===== src/rtl/tx_fcs_gen.sv =====
// tx_fcs_gen -- appends an IEEE 802.3 CRC-32 FCS to outbound frames.
//
// Frames arrive one byte per transfer (destination address first, no FCS).
// Each byte is forwarded through a single output register stage. After the
// byte flagged by in_last, the four FCS bytes follow, and out_last marks the
// fourth one. With TX_FCS_GEN_PAD_EN defined, frames shorter than MIN_LEN
// bytes are first extended with 0x00 pad bytes, which are also covered by the
// FCS. With the macro undefined there is no pad stage and MIN_LEN is unused.
//
// Ports:
//   clk        clock, all state changes on the rising edge
//   reset_n    asynchronous active-low reset
//   in_valid   upstream byte present
//   in_data    frame byte
//   in_last    final payload byte of the frame
//   in_ready   block accepts in_data this cycle
//   out_valid  out_data holds a byte for the MAC transmitter
//   out_data   payload, pad or FCS byte
//   out_last   fourth FCS byte
//   out_ready  downstream accepts out_data this cycle
module tx_fcs_gen #(
    parameter int MIN_LEN = 60
) (
    input  logic       clk,
    input  logic       reset_n,
    input  logic       in_valid,
    input  logic [7:0] in_data,
    input  logic       in_last,
    output logic       in_ready,
    output logic       out_valid,
    output logic [7:0] out_data,
    output logic       out_last,
    input  logic       out_ready
);

    typedef enum logic [1:0] {S_IDLE, S_DATA, S_PAD, S_FCS} state_t;

    localparam logic [31:0] POLY = 32'h04C11DB7;

    state_t      state_q, state_d;
    logic [31:0] crc_q, crc_d;
    logic [10:0] cnt_q, cnt_d;
    logic [1:0]  fcs_cnt_q, fcs_cnt_d;
    logic        out_valid_q, out_valid_d;
    logic [7:0]  out_data_q, out_data_d;
    logic        out_last_q, out_last_d;
    logic        alive_q;

    logic        out_room;
    logic        in_fire;
    logic [10:0] cnt_inc;

`ifdef TX_FCS_GEN_PAD_EN
    localparam logic [10:0] MIN_LEN_C = 11'(MIN_LEN);
`else
    logic unused_min_len;
    assign unused_min_len = ^32'(MIN_LEN);
`endif

    // Non-reflected register, bit 0 of the byte shifted in first.
    function automatic logic [31:0] crc_byte(input logic [31:0] c, input logic [7:0] d);
        logic [31:0] r;
        r = c;
        for (int i = 0; i < 8; i++) begin
            if (r[31] ^ d[i]) r = {r[30:0], 1'b0} ^ POLY;
            else              r = {r[30:0], 1'b0};
        end
        return r;
    endfunction

    function automatic logic [7:0] rev8(input logic [7:0] b);
        logic [7:0] r;
        for (int i = 0; i < 8; i++) r[i] = b[7-i];
        return r;
    endfunction

    // Byte k carries crc[31-8k:24-8k], complemented and bit-reversed so the
    // MAC's LSB-first serialisation sends x^31 first.
    function automatic logic [7:0] fcs_byte(input logic [31:0] c, input logic [1:0] k);
        logic [7:0] s;
        case (k)
            2'd0:    s = c[31:24];
            2'd1:    s = c[23:16];
            2'd2:    s = c[15:8];
            default: s = c[7:0];
        endcase
        return rev8(~s);
    endfunction

    assign out_room = ~out_valid_q | out_ready;
    // The extra out_last term keeps a new frame from being accepted in the
    // same cycle the previous frame's final FCS byte leaves.
    assign in_ready = alive_q & ((state_q == S_IDLE) | (state_q == S_DATA)) & out_room
                      & ~(out_valid_q & out_last_q);
    assign in_fire  = in_valid & in_ready;
    assign cnt_inc  = (cnt_q == 11'h7FF) ? cnt_q : cnt_q + 11'd1;

    always_comb begin
        state_d     = state_q;
        crc_d       = crc_q;
        cnt_d       = cnt_q;
        fcs_cnt_d   = fcs_cnt_q;
        out_valid_d = out_valid_q;
        out_data_d  = out_data_q;
        out_last_d  = out_last_q;

        if (out_valid_q && out_ready) begin
            out_valid_d = 1'b0;
            out_last_d  = 1'b0;
        end

        case (state_q)
            S_IDLE, S_DATA: begin
                if (in_fire) begin
                    out_valid_d = 1'b1;
                    out_data_d  = in_data;
                    out_last_d  = 1'b0;
                    crc_d       = crc_byte(crc_q, in_data);
                    cnt_d       = cnt_inc;
                    if (in_last) begin
`ifdef TX_FCS_GEN_PAD_EN
                        state_d = (cnt_inc < MIN_LEN_C) ? S_PAD : S_FCS;
`else
                        state_d = S_FCS;
`endif
                    end else begin
                        state_d = S_DATA;
                    end
                end
            end
`ifdef TX_FCS_GEN_PAD_EN
            S_PAD: begin
                if (out_room) begin
                    out_valid_d = 1'b1;
                    out_data_d  = 8'h00;
                    crc_d       = crc_byte(crc_q, 8'h00);
                    cnt_d       = cnt_inc;
                    if (cnt_inc >= MIN_LEN_C) state_d = S_FCS;
                end
            end
`endif
            S_FCS: begin
                if (out_room) begin
                    out_valid_d = 1'b1;
                    out_data_d  = fcs_byte(crc_q, fcs_cnt_q);
                    out_last_d  = (fcs_cnt_q == 2'd3);
                    fcs_cnt_d   = fcs_cnt_q + 2'd1;
                    if (fcs_cnt_q == 2'd3) begin
                        state_d = S_IDLE;
                        crc_d   = 32'hFFFFFFFF;
                        cnt_d   = 11'd0;
                    end
                end
            end
            default: state_d = S_IDLE;
        endcase
    end

    always_ff @(posedge clk or negedge reset_n) begin
        if (!reset_n) begin
            state_q     <= S_IDLE;
            crc_q       <= 32'hFFFFFFFF;
            cnt_q       <= 11'd0;
            fcs_cnt_q   <= 2'd0;
            out_valid_q <= 1'b0;
            out_data_q  <= 8'h00;
            out_last_q  <= 1'b0;
            alive_q     <= 1'b0;
        end else begin
            state_q     <= state_d;
            crc_q       <= crc_d;
            cnt_q       <= cnt_d;
            fcs_cnt_q   <= fcs_cnt_d;
            out_valid_q <= out_valid_d;
            out_data_q  <= out_data_d;
            out_last_q  <= out_last_d;
            alive_q     <= 1'b1;
        end
    end

    assign out_valid = out_valid_q;
    assign out_data  = out_data_q;
    assign out_last  = out_last_q;

endmodule

===== config.mk =====
export PLATFORM = sky130hd
export DESIGN_NAME = tx_fcs_gen
export DESIGN_NICKNAME = d
export VERILOG_FILES = /design/src/rtl/tx_fcs_gen.sv
export SDC_FILE = /design/constraint.sdc
export NUM_CORES = 1
export LEC_CHECK = 0
export ABC_AREA = 1
export BUFFER_PORTS_ARGS = -buffer_cell sky130_fd_sc_hd__buf_4
export CORE_ASPECT_RATIO = 1.75
export CORE_MARGIN = 10
export CORE_UTILIZATION = 40
export CTS_BUF_LIST = sky130_fd_sc_hd__clkbuf_8 sky130_fd_sc_hd__clkbuf_16
export DETAILED_ROUTE_END_ITERATION = 10
export PLACE_DENSITY = 0.68
export SLEW_MARGIN = 20
export SYNTH_ARGS = -nofsm -noshare
export SYNTH_HDL_FRONTEND = slang
export SYNTH_SLANG_ARGS = --single-unit

===== constraint.sdc =====
create_clock -name clk -period 4.2 [get_ports clk]
set_input_delay 1.26 -clock clk [delete_from_list [all_inputs] [get_ports clk]]
set_output_delay 1.26 -clock clk [all_outputs]
set_load 0.01 [all_outputs]

# == After elaboration in Yosys (flattened, before gate mapping) ==
# Cells that the tools add are included.
# classes
n_mux,45
eq_ne,8
n_bitwise,26
reduce_logical,9
addsub,1
# ops
op,count
2-to-1 mux 32 bit,17
2-to-1 mux 27 bit,8
inverter 14 bit,8
case mux 32 bit (2 select lines),1
2-to-1 mux 8 bit,4
case mux 8 bit (3 select lines),1
case mux 8 bit (2 select lines),1
2-to-1 mux 2 bit,4
inverter 8 bit,1
XOR 1 bit,8
== test 2 bit (second input constant),3
2-to-1 mux 1 bit,6
inequality test 2 bit (second input constant),3
AND reduction 3 bit,2
bitwise AND 1 bit,5
== test 2 x 1 -> 1 bit (second input constant),2
logical NOT 2 bit,2
case mux 1 bit (2 select lines),2
case mux 2 bit (2 select lines),1
AND reduction 4 bit,1
adder 2 x 1 -> 2 bit (second input constant),1
inverter 1 bit,2
OR 1 bit,2
AND reduction 2 bit,1
other kinds (3),3
# word_totals
input_bits,13
output_inout_bits,11
ff_bits,47
wordCells,96

# == Logic depth before layout (Yosys ltp) ==
# Gate-level depths: netlist of the first run.
# logic_depth
word_depth,36
mapped_depth,13
ltp_nobuf,13

# == Worst setup path after synthesis of the first run ==
# No wires, ideal clock.
# synth_timing
path_kind,input port to output port
from,in out_ready
to,out in_ready
n_path_buf,0
arrival_time_ns,1.509
cell_stages,2
setup_slack_ns,1.431
path_cell_list,nor2_4 nor3_4
# synth_via
elab_chain_len,3
# synth_rtl
item,line,source
"start, declared",33,input logic out_ready
OR 1 bit,90,assign out_room = ~out_valid_q | out_ready;
bitwise AND 1 bit,93,assign in_ready = alive_q & ((state_q == S_IDLE) | (state_q == S_DATA)) & out_room
bitwise AND 1 bit,94,& ~(out_valid_q & out_last_q);
"end, declared",29,"output logic in_ready,"
# Every way passes these cells.

# == Worst setup path after layout of the first run ==
# Ends and elaborated chain as after synthesis.

==> reports/metrics.cfg, run 1 <==
[power]
swShare_pct=47.7
leakagePower_nw=1.96
p_switching_mw=1.57
peakVddDrop_mv=0.425
seq_power_share_pct=28.6
p_clk_share_pct=14.0
p_int_mw=1.72
comb_power_share_pct=57.4
power_density_nw_per_um2=884

[setup_path]
critPathLaunchType=input pin
crit_chain=buf_4 -> nor2_4 -> nor3_4 -> buf_4
cp_num_cells=4
r2r-end=out_data[0]
critPathMaxFanout=3
cpMostUsedCell=buf_4
timing.rr.start=state_q[1]
crit_type=input pin to output port
critPathSlowestCell=nor2_4
required_ns=2.94
cp_num_buf_inv=2
cp_top_family=buffers and inverters
critPathCaptureType=output port
max_stage_delay_ns=0.17
reg2reg_slack_ns=2.14
reg2regPathDepth=6
cp_data_arrival_time_ns=1.77

[hold_path]
hold_path_startpoint=crc_q[7]
hold-path-endpoint=crc_q[7]
holdPathStages=2
hold_path.class=flop to flop

[synthesis]
synth-compound-area-share_pct=12.7
yosysSeqAreaShare_pct=36.5
yosys.area_share.simple_pct=28.7
async_flop_share_pct=100
synthTopCellsByArea=dfstp_2, nand2_1, dfrtp_1
yosysWarnings=0
ys_seq_elements=47
synth_enable_flop_cells=0
syn_inst=463
syn_avg_cell_area_sq_um=7.20
yosys-mux-area-fraction_pct=0
syn_area_sq_um=3330
synth_top_cell_by_area=dfstp_2
synth_top_area_share_pct=25.2
synth_fa_ha_area_share_pct=1.50
synth-xor-area-share_pct=9.98
synth.distinct_cells=36
synth_top_family_by_area=simple AND/OR/NAND/NOR gates
ys.flop_type=dfstp_2
syn-num-nets=480

[detailed_routing]
firstDrtPassIters=5
routed_via_density=5.41
num_vias=3127
drt-total-wl_um=9520
drt_iter0_drc=300
drc_errors=0
drtAntennaViolNets=0
wl_per_cell_um=16.5

[cts]
clk_latency_ns=0.30
ctsHtreeMaxLevel=2
clock_sinks=47
cts_tree=done
cts_made_buffers=5
ctsRootBufferMaster=clkbuf_16
cts_setup_buffers=0
clk_pin_slew_worst_paths_ns=0.06
cts_max_path_buffers=2
cts_resized=0
postCtsHoldBufs=0

[layout]
final_cells=578
syn_to_final_growth_pct=11.7
fin_nets=502
num_antenna_cells=0
design_area_sq_um=3720
layout-drive-gt1-share_pct=18.5
fill_cells=829

[sta]
finalHoldViolCount=0
post-route-min-period_ns=3.03
hold_slack_ns=0.489
period_share_pct=72.1
finClkSkew_ns=0.00950
worst_slew_pin_slew_ns=0.607
final.setup.tns_ns=0
rsz0062_at_grt=no
maxSlewViolCount=0
fmax_ghz=0.330
setup_viol=0
slew_headroom_pct=59.6

[global_routing]
grt_pass1_vias=3061
use_met1_pct=15.8
grt_overflow=0
antenna_found_initial=0
grt_max_degree=48
track_usage_pct=15.6
grt_busiest_layer=met2
grt_use_met2_pct=27.4
grt_pass1_wl_um=15200
use_met3_pct=2.14

[floorplan]
num_rows=44
dieWidth_um=89.0
initial_utilization_pct=40.6
coreArea_sq_um=8200
dieArea_sq_um=12500
ioPinCount=24
die_h_um=141

[placement]
dp_hpwl_um=6990
placed_cells=570
port_buffers=23
place_congestion=0.931
placed_cell_area_sq_um=3560

[run]
maxCapViolations=0

[run_status]
status=complete, no violations

synth_stat cells (all sizes together) (4+ instances only):
| library cell | instances |
|---|---|
| dfrtp | 15 |
| nor2 | 17 |
| a21oi | 15 |
| xor2 | 30 |
| inv | 76 |
| o21ai | 21 |
| buf | 7 |
| xnor2 | 8 |
| o22ai | 21 |
| nand2 | 174 |
| nand3 | 22 |
| dfstp | 32 |
| ha | 4 |
stage by stage:
stage	worst slack (ns)	total power, mW	utilization (%)
floorplan	1.43	2.33	-
global placement	1.18	2.74	43.4
detailed placement	1.17	2.79	43.4
CTS	1.17	3.27	45.4
global route	1.14	3.55	45.4
finish	1.17	3.29	45.4
worst max path at each step:
stage,start,to,slack (ns)
final,out_ready,in_ready,1.17
after global routing,out_ready,in_ready,1.14
after CTS,out_ready,in_ready,1.17
after detailed placement,out_ready,in_ready,1.17
after global placement,out_ready,in_ready,1.18
after floorplan,out_ready,in_ready,1.43
per-layer routing:
metal	share of wire (%)	wire length (um)
met5	0	0
met2	53	5040
met4	7.2	690
met3	4.2	403
met1	36	3390
placed cells by master (no fill, tap or decap), types with 5 or more instances in the layout:
| cell type | count |
|---|---|
| a21oi_1 | 15 |
| dfrtp_1 | 15 |
| clkbuf_16 | 5 |
| dfstp_2 | 32 |
| nand3_1 | 22 |
| inv_1 | 72 |
| nand2_2 | 14 |
| buf_4 | 23 |
| xnor2_1 | 8 |
| o21ai_0 | 9 |
| nand2_1 | 156 |
| o21ai_1 | 11 |
| o22ai_1 | 21 |
| xor2_1 | 30 |
| nor2_1 | 14 |
power groups by stage:
stage	clock (mW)	sequential, mW	combinational, mW
after floorplan	0	0.920	1.41
final	0.460	0.941	1.89
after global routing	0.482	0.968	2.11
after global placement	0	0.934	1.81
after detailed placement	0	0.944	1.85
after CTS	0.466	0.937	1.87
state kept, by name, summed over array words and instances, names as in the netlist:
register / count
out_data: 8
crc_q: 32
alive_q: 1
out_last: 1
state_q: 2
out_valid: 1
fcs_cnt_q: 2
kinds of logic after synthesis:
family	after synthesis
AOI/OAI and AO/OA	71
xor gates and xnor gates	38
adders and majority gates	4
buffers and inverters	84
DFF	47
other	1
and+or+nand+nor	218
cell type report:
class	count	area, sq um	share of cell area [%]
multi-input cells	332	1770	47.4
flip-flops and latches	47	1220	32.7
inverters	76	288	7.73
repair buffers	23	173	4.64
clock buffers	5	125	3.36
well taps	92	115	3.09
clock inverters	3	41.3	1.11
worst register-to-register path: stages, from the launching register on:
cell and delay (ns):
dfrtp_1 0.44, nand2_2 0.29, inv_1 0.25, nand2_1 0.40
o22ai_1 0.12, a21oi_1 0.34, o21ai_1 0.10
Note: power is estimated with default switching activity, not from simulation.
==> inputs of run 2 (changes only) <==
--- a/config.mk
+++ b/config.mk
@@ -5,7 +5,7 @@
 export SDC_FILE = /design/constraint.sdc
 export NUM_CORES = 1
 export LEC_CHECK = 0
-export ABC_AREA = 1
+export ABC_AREA = 0
 export BUFFER_PORTS_ARGS = -buffer_cell sky130_fd_sc_hd__buf_4
 export CORE_ASPECT_RATIO = 1.75
 export CORE_MARGIN = 10
==> constraint.sdc (replaced) <==
create_clock -name clk -period 3.05 [get_ports clk]
set_input_delay 0.915 -clock clk [delete_from_list [all_inputs] [get_ports clk]]
set_output_delay 0.915 -clock clk [all_outputs]
set_load 0.01 [all_outputs]
==> reports/metrics.cfg, run 2 <==
[run_status]
status=complete, no violations  ; unchanged

[synthesis]
syn_avg_cell_area_sq_um=10.1  ; was 7.20 sq um
yosysMostFrequentCell=xnor2_1  ; was nand2_1
syn_area_sq_um=2810  ; was 3330 sq um
synth_top_cell_by_area=dfstp_2  ; unchanged
synth_top_area_share_pct=29.9  ; was 25.2%
ys_seq_elements=47  ; unchanged
synth_common_cells=xnor2_1, nor2_1, a21oi_1, dfstp_2, xor2_1  ; was nand2_1, inv_1, dfstp_2, xor2_1, nand3_1
yosysSeqAreaShare_pct=43.2  ; was 36.5%
ys.flop_type=dfstp_2  ; unchanged
synth_enable_flop_cells=0  ; unchanged
syn-num-nets=296  ; was 480
syn_inst=279  ; was 463
synthTopCellsByArea=dfstp_2, xnor2_1, dfrtp_1  ; was dfstp_2, nand2_1, dfrtp_1
async_flop_share_pct=100  ; unchanged
yosysWarnings=0  ; unchanged
synth.distinct_cells=30  ; was 36

[layout]
final_common_cell=xnor2_1  ; was nand2_1
largest-register=crc_q  ; unchanged
fin_nets=324  ; was 502
num_antenna_cells=0  ; unchanged
largest_reg_flops=32  ; unchanged
design_area_sq_um=3290  ; was 3720 sq um
layout_common_cells=xnor2_1, nor2_1, a21oi_1  ; was nand2_1, inv_1, dfstp_2
layout-drive-gt1-share_pct=27.6  ; was 18.5%
syn_to_final_growth_pct=16.9  ; was 11.7%
finalCoreUtilization_pct=48.0  ; was 45.4%
fill_cells=635  ; was 829

[setup_path]
startpoint=out_ready  ; unchanged
critPathMaxFanout=3  ; unchanged
crit_chain=buf_4 -> nand2b_1 -> a211oi_1 -> buf_4  ; was buf_4 -> nor2_4 -> nor3_4 -> buf_4
cpMostUsedCell=buf_4  ; unchanged
crit_end=in_ready  ; unchanged
critPathLaunchType=input pin  ; unchanged
critPathCaptureType=output port  ; unchanged
r2r-end=out_data[1]  ; was out_data[0]
max_stage_delay_ns=0.35  ; was 0.17 ns
cp_data_arrival_time_ns=1.65  ; was 1.77 ns
timing.rr.start=state_q[1]  ; unchanged
cp_top_family=compound AO/OA/AOI/OAI gates  ; was buffers and inverters
reg2regPathDepth=5  ; was 6
required_ns=2.13  ; was 2.94 ns
cp_num_buf_inv=2  ; unchanged
cp_num_cells=4  ; unchanged
critPathSlowestCell=a211oi_1  ; was nor2_4
reg2reg_slack_ns=0.98  ; was 2.14 ns
crit_type=input pin to output port  ; unchanged

[cts]
clk_pin_slew_worst_paths_ns=0.06  ; about the same
clk_latency_ns=0.29  ; was 0.30 ns
cts_resized=0  ; unchanged
ctsHtreeMaxLevel=2  ; unchanged
clock_sinks=47  ; unchanged
cts_made_buffers=5  ; unchanged
cts_setup_buffers=0  ; unchanged
postCtsHoldBufs=0  ; unchanged
cts_tree=done  ; unchanged
cts_max_path_buffers=2  ; unchanged
ctsRootBufferMaster=clkbuf_16  ; unchanged

[global_routing]
track_usage_pct=12.3  ; was 15.6%
grt_pass1_vias=2134  ; was 3061
grt_max_degree=48  ; unchanged
grt_pass1_wl_um=10900  ; was 15200 um
antenna_found_initial=0  ; unchanged
grt_overflow=0  ; unchanged

[floorplan]
num_rows=40  ; was 44
initial_utilization_pct=41.0  ; was 40.6%
die_h_um=131  ; was 141 um
dieArea_sq_um=10900  ; was 12500 sq um
dieWidth_um=83.4  ; was 89.0 um
ioPinCount=24  ; unchanged
coreArea_sq_um=6860  ; was 8200 sq um

[sta]
period_share_pct=84.3
finalHoldViolCount=0  ; unchanged
finClkSkew_ns=0.00658  ; was 0.00950 ns
final.setup.tns_ns=0  ; unchanged
slew_headroom_pct=39.0  ; was 59.6%
maxSlewViolCount=0  ; unchanged
post-route-min-period_ns=2.57
worst_slew_pin_slew_ns=0.911  ; was 0.607 ns
fmax_ghz=0.389
setup_viol=0  ; unchanged
rsz0062_at_grt=no  ; unchanged

[detailed_routing]
routed_via_density=5.21  ; was 5.41
drt_iter0_drc=121  ; was 300
routed-wl-met3_um=213  ; was 403 um
firstDrtPassIters=4  ; was 5
drt-total-wl_um=6570  ; was 9520 um
highest_layer=met4  ; unchanged
drtAntennaViolNets=0  ; unchanged
num_vias=2044  ; was 3127
wl_met1_um=2550  ; was 3390 um
wl_met2_um=3650  ; was 5040 um
drc_errors=0  ; unchanged
wl_per_cell_um=16.8  ; was 16.5 um

[hold_path]
hold_path.class=flop to flop  ; unchanged

[placement]
place_congestion=0.859  ; was 0.931
placed_cell_area_sq_um=3130  ; was 3560 sq um
dp_hpwl_um=4780  ; was 6990 um
port_buffers=23  ; unchanged

[run]
maxCapViolations=0  ; unchanged

-- run 2: changes by cell type after synthesis, moves of 9 or more --
cell	change
nor2_1	+28
clkbuf_1	+9
nand2_2	-14
inv_1	-59
nand3_1	-20
xnor2_1	+35
a21oi_1	+23
o21ai_1	-11
o22ai_1	-21
xor2_1	-14
nand2_1	-142
-- run 2: cell families after synthesis --
family | share of synthesized area (%)
buffers and inverters | 3.47
AOI/OAI and AO/OA | 13.9
muxes | 2.85
other | 0.133
adders and majority gates | 1.78
and+or+nand+nor | 8.85
xor gates and xnor gates | 25.8
DFF | 43.2
-- run 2: how the worst min path moves through the flow --
stage	slack, ns	cells after the start	from	end
global route	0.52	2	out_data[4]	out_data[4]
CTS	0.49	2	out_data[2]	out_data[2]
finish	0.48	2	out_data[3]	out_data[3]
detailed placement	0.48	2	out_data[2]	out_data[2]
floorplan	0.47	2	state_q[0]	state_q[0]
global placement	0.46	2	out_data[6]	out_data[6]
-- run 2: area by class of cell --
type | count | area, sq um | area share [%]
well taps | 84 | 105 | 3.20
multi-input cells | 207 | 1500 | 45.7
flip-flops and latches | 47 | 1220 | 37.0
clock inverters | 3 | 37.5 | 1.14
repair buffers | 34 | 255 | 7.76
clock buffers | 5 | 125 | 3.81
inverters | 12 | 45.0 | 1.37
-- run 2: through the flow --
| stage | cells | setup WS, ns | hold WS (ns) |
|---|---|---|---|
| after global routing | 392 | 0.370 | 0.519 |
| after CTS | 392 | 0.461 | 0.491 |
| final | 392 | 0.480 | 0.483 |
| after global placement | 384 | 0.559 | 0.464 |
| after floorplan | 279 | 0.696 | 0.466 |
| after detailed placement | 384 | 0.461 | 0.476 |
-- run 2: tightest hold or removal path: cells and delay by family, from the launching register on --
family | cells | cell delay [ns]
compound gates | 1 | 0.06
flops | 1 | 0.34
simple gates | 1 | 0.05
-- run 2: routing by layer --
layer	up-vias	GRT usage (%)
met1	1022	12.2
met4	0	6.04
met3	9	2.29
met2	36	23.8
li1	977	-
met5	-	0
Power of run 2 is left out: the tool's default activity adds up to more than one toggle a clock period on the data nets, which glitch-free logic cannot reach.
==> inputs of run 3 (changes only) <==
==> constraint.sdc (replaced) <==
create_clock -name clk -period 2.7 [get_ports clk]
set_input_delay 0.81 -clock clk [delete_from_list [all_inputs] [get_ports clk]]
set_output_delay 0.81 -clock clk [all_outputs]
set_load 0.01 [all_outputs]
==> reports/metrics.cfg, run 3 (synthesized netlist as in run 2, its figures left out) <==
[global_routing]
grt_overflow=0  ; unchanged
grt_pass1_vias=2130  ; was 2134
track_usage_pct=12.9  ; was 12.3%
grt_pass1_wl_um=11100  ; was 10900 um
antenna_found_initial=0  ; unchanged
grt_max_degree=48  ; unchanged

[sta]
finalHoldViolCount=0  ; unchanged
worst_slew_pin_slew_ns=0.920  ; was 0.911 ns
setup_slack_ns=0.406  ; was 0.480 ns
slew_headroom_pct=38.5  ; was 39.0%
finClkSkew_ns=0.00518  ; was 0.00658 ns
post-route-min-period_ns=2.29
period_share_pct=85.0
setup_viol=0  ; unchanged
hold_slack_ns=0.481  ; was 0.483 ns
fmax_ghz=0.436
rsz0062_at_grt=no  ; unchanged
maxSlewViolCount=0  ; unchanged
final.setup.tns_ns=0  ; unchanged

[layout]
layout_common_cells=xnor2_1, nor2_1, a21oi_1  ; unchanged
fin_nets=325  ; was 324
final_common_cell=xnor2_1  ; unchanged
largest-register=crc_q  ; unchanged
fill_cells=630  ; was 635
num_antenna_cells=0  ; unchanged
largest_reg_flops=32  ; unchanged
seqCellArea_sq_um=1220  ; unchanged
multi_input_area_sq_um=1500  ; unchanged
layout-drive-gt1-share_pct=28.2  ; was 27.6%
syn_to_final_growth_pct=17.0  ; was 16.9%

[run]
maxCapViolations=0  ; unchanged

[cts]
cts_max_path_buffers=2  ; unchanged
cts_resized=0  ; unchanged
ctsRootBufferMaster=clkbuf_16  ; unchanged
cts_made_buffers=5  ; unchanged
clk_pin_slew_worst_paths_ns=0.06  ; about the same
postCtsHoldBufs=0  ; unchanged
cts_tree=done  ; unchanged
cts_setup_buffers=0  ; unchanged
ctsHtreeMaxLevel=2  ; unchanged
clk_latency_ns=0.29  ; about the same
clock_sinks=47  ; unchanged

[hold_path]
hold_path.class=flop to flop  ; unchanged
hold_path_startpoint=out_data[4]  ; was out_data[3]

[run_status]
status=complete, no violations  ; unchanged

[detailed_routing]
drc_errors=0  ; unchanged
routed_via_density=5.14  ; was 5.21
firstDrtPassIters=4  ; unchanged
num_vias=2019  ; was 2044
drt_iter0_drc=147  ; was 121
drtAntennaViolNets=0  ; unchanged
drt-total-wl_um=6790  ; was 6570 um
wl_per_cell_um=17.3  ; was 16.8 um

[floorplan]
initial_utilization_pct=41.0  ; unchanged
coreArea_sq_um=6860  ; unchanged
num_rows=40  ; unchanged
ioPinCount=24  ; unchanged
die_h_um=131  ; unchanged
dieArea_sq_um=10900  ; unchanged
dieWidth_um=83.4  ; unchanged

[setup_path]
required_ns=1.89  ; was 2.13 ns
critPathMaxFanout=3  ; unchanged
critPathCaptureType=output port  ; unchanged
crit_type=input pin to output port  ; unchanged
critPathLaunchType=input pin  ; unchanged
cp_data_arrival_time_ns=1.48  ; was 1.65 ns
timing.rr.start=crc_q[28]  ; was state_q[1]
startpoint=out_ready  ; unchanged

[placement]
place_congestion=0.855  ; was 0.859
place_ws_ns=0.332  ; was 0.461 ns
dp_hpwl_um=4850  ; was 4780 um
port_buffers=23  ; unchanged

==> run 3: cell count changes in the layout (fill, tap and decap cells not counted), sizes merged <==
cell and change:
buf +1, bufinv -1, clkbuf +1, clkinv +1
inv -1
==> run 3: metal layers <==
layer | routed length [um] | vias to the layer above | track usage [%] | share of wire (%)
met2 | 3770 | 39 | 24.1 | 55
met4 | 217 | 0 | 7.34 | 3.2
met5 | 0 | - | 0 | 0
met1 | 2550 | 985 | 12.9 | 38
li1 | - | 983 | - | -
met3 | 253 | 12 | 2.66 | 3.7
==> run 3: critical path, cell delays in order <==
cell	delay (ns)
buf_4	0.09
nand2b_1	0.10
a211oi_1	0.31
buf_4	0.18
==> run 3: per-stage QoR <==
stage | cells | cell area, sq um | util [%]
6_report | 393 | 3290 | 48.0
5_1_grt | 393 | 3290 | 48.0
4_1_cts | 393 | 3290 | 48.0
3_5_place_dp | 385 | 3150 | 45.9
3_3_place_gp | 385 | 3150 | 45.9
2_1_floorplan | 279 | 2810 | -
==> run 3: area by class of cell <==
class | count | share of cell area [%]
inverters | 12 | 1.37
repair buffers | 35 | 8.36
clock buffers | 6 | 4.22
flip-flops and latches | 47 | 36.9
clock inverters | 2 | 0.266
well taps | 84 | 3.19
multi-input cells | 207 | 45.7
==> run 3: worst paths after layout <==
kind / end / slack, ns / cells past startpoint
max in group asynchronous: state_q[0] / 1.78 / 1
min in group asynchronous: fcs_cnt_q[1] / 0.53 / 1
hold / removal: out_data[4] / 0.48 / 2
hold reg to reg: out_data[4] / 0.48 / 2
setup reg to reg: crc_q[12] / 0.72 / 5
setup / recovery: in_ready / 0.41 / 4
Power of run 3 is left out for the same reason.
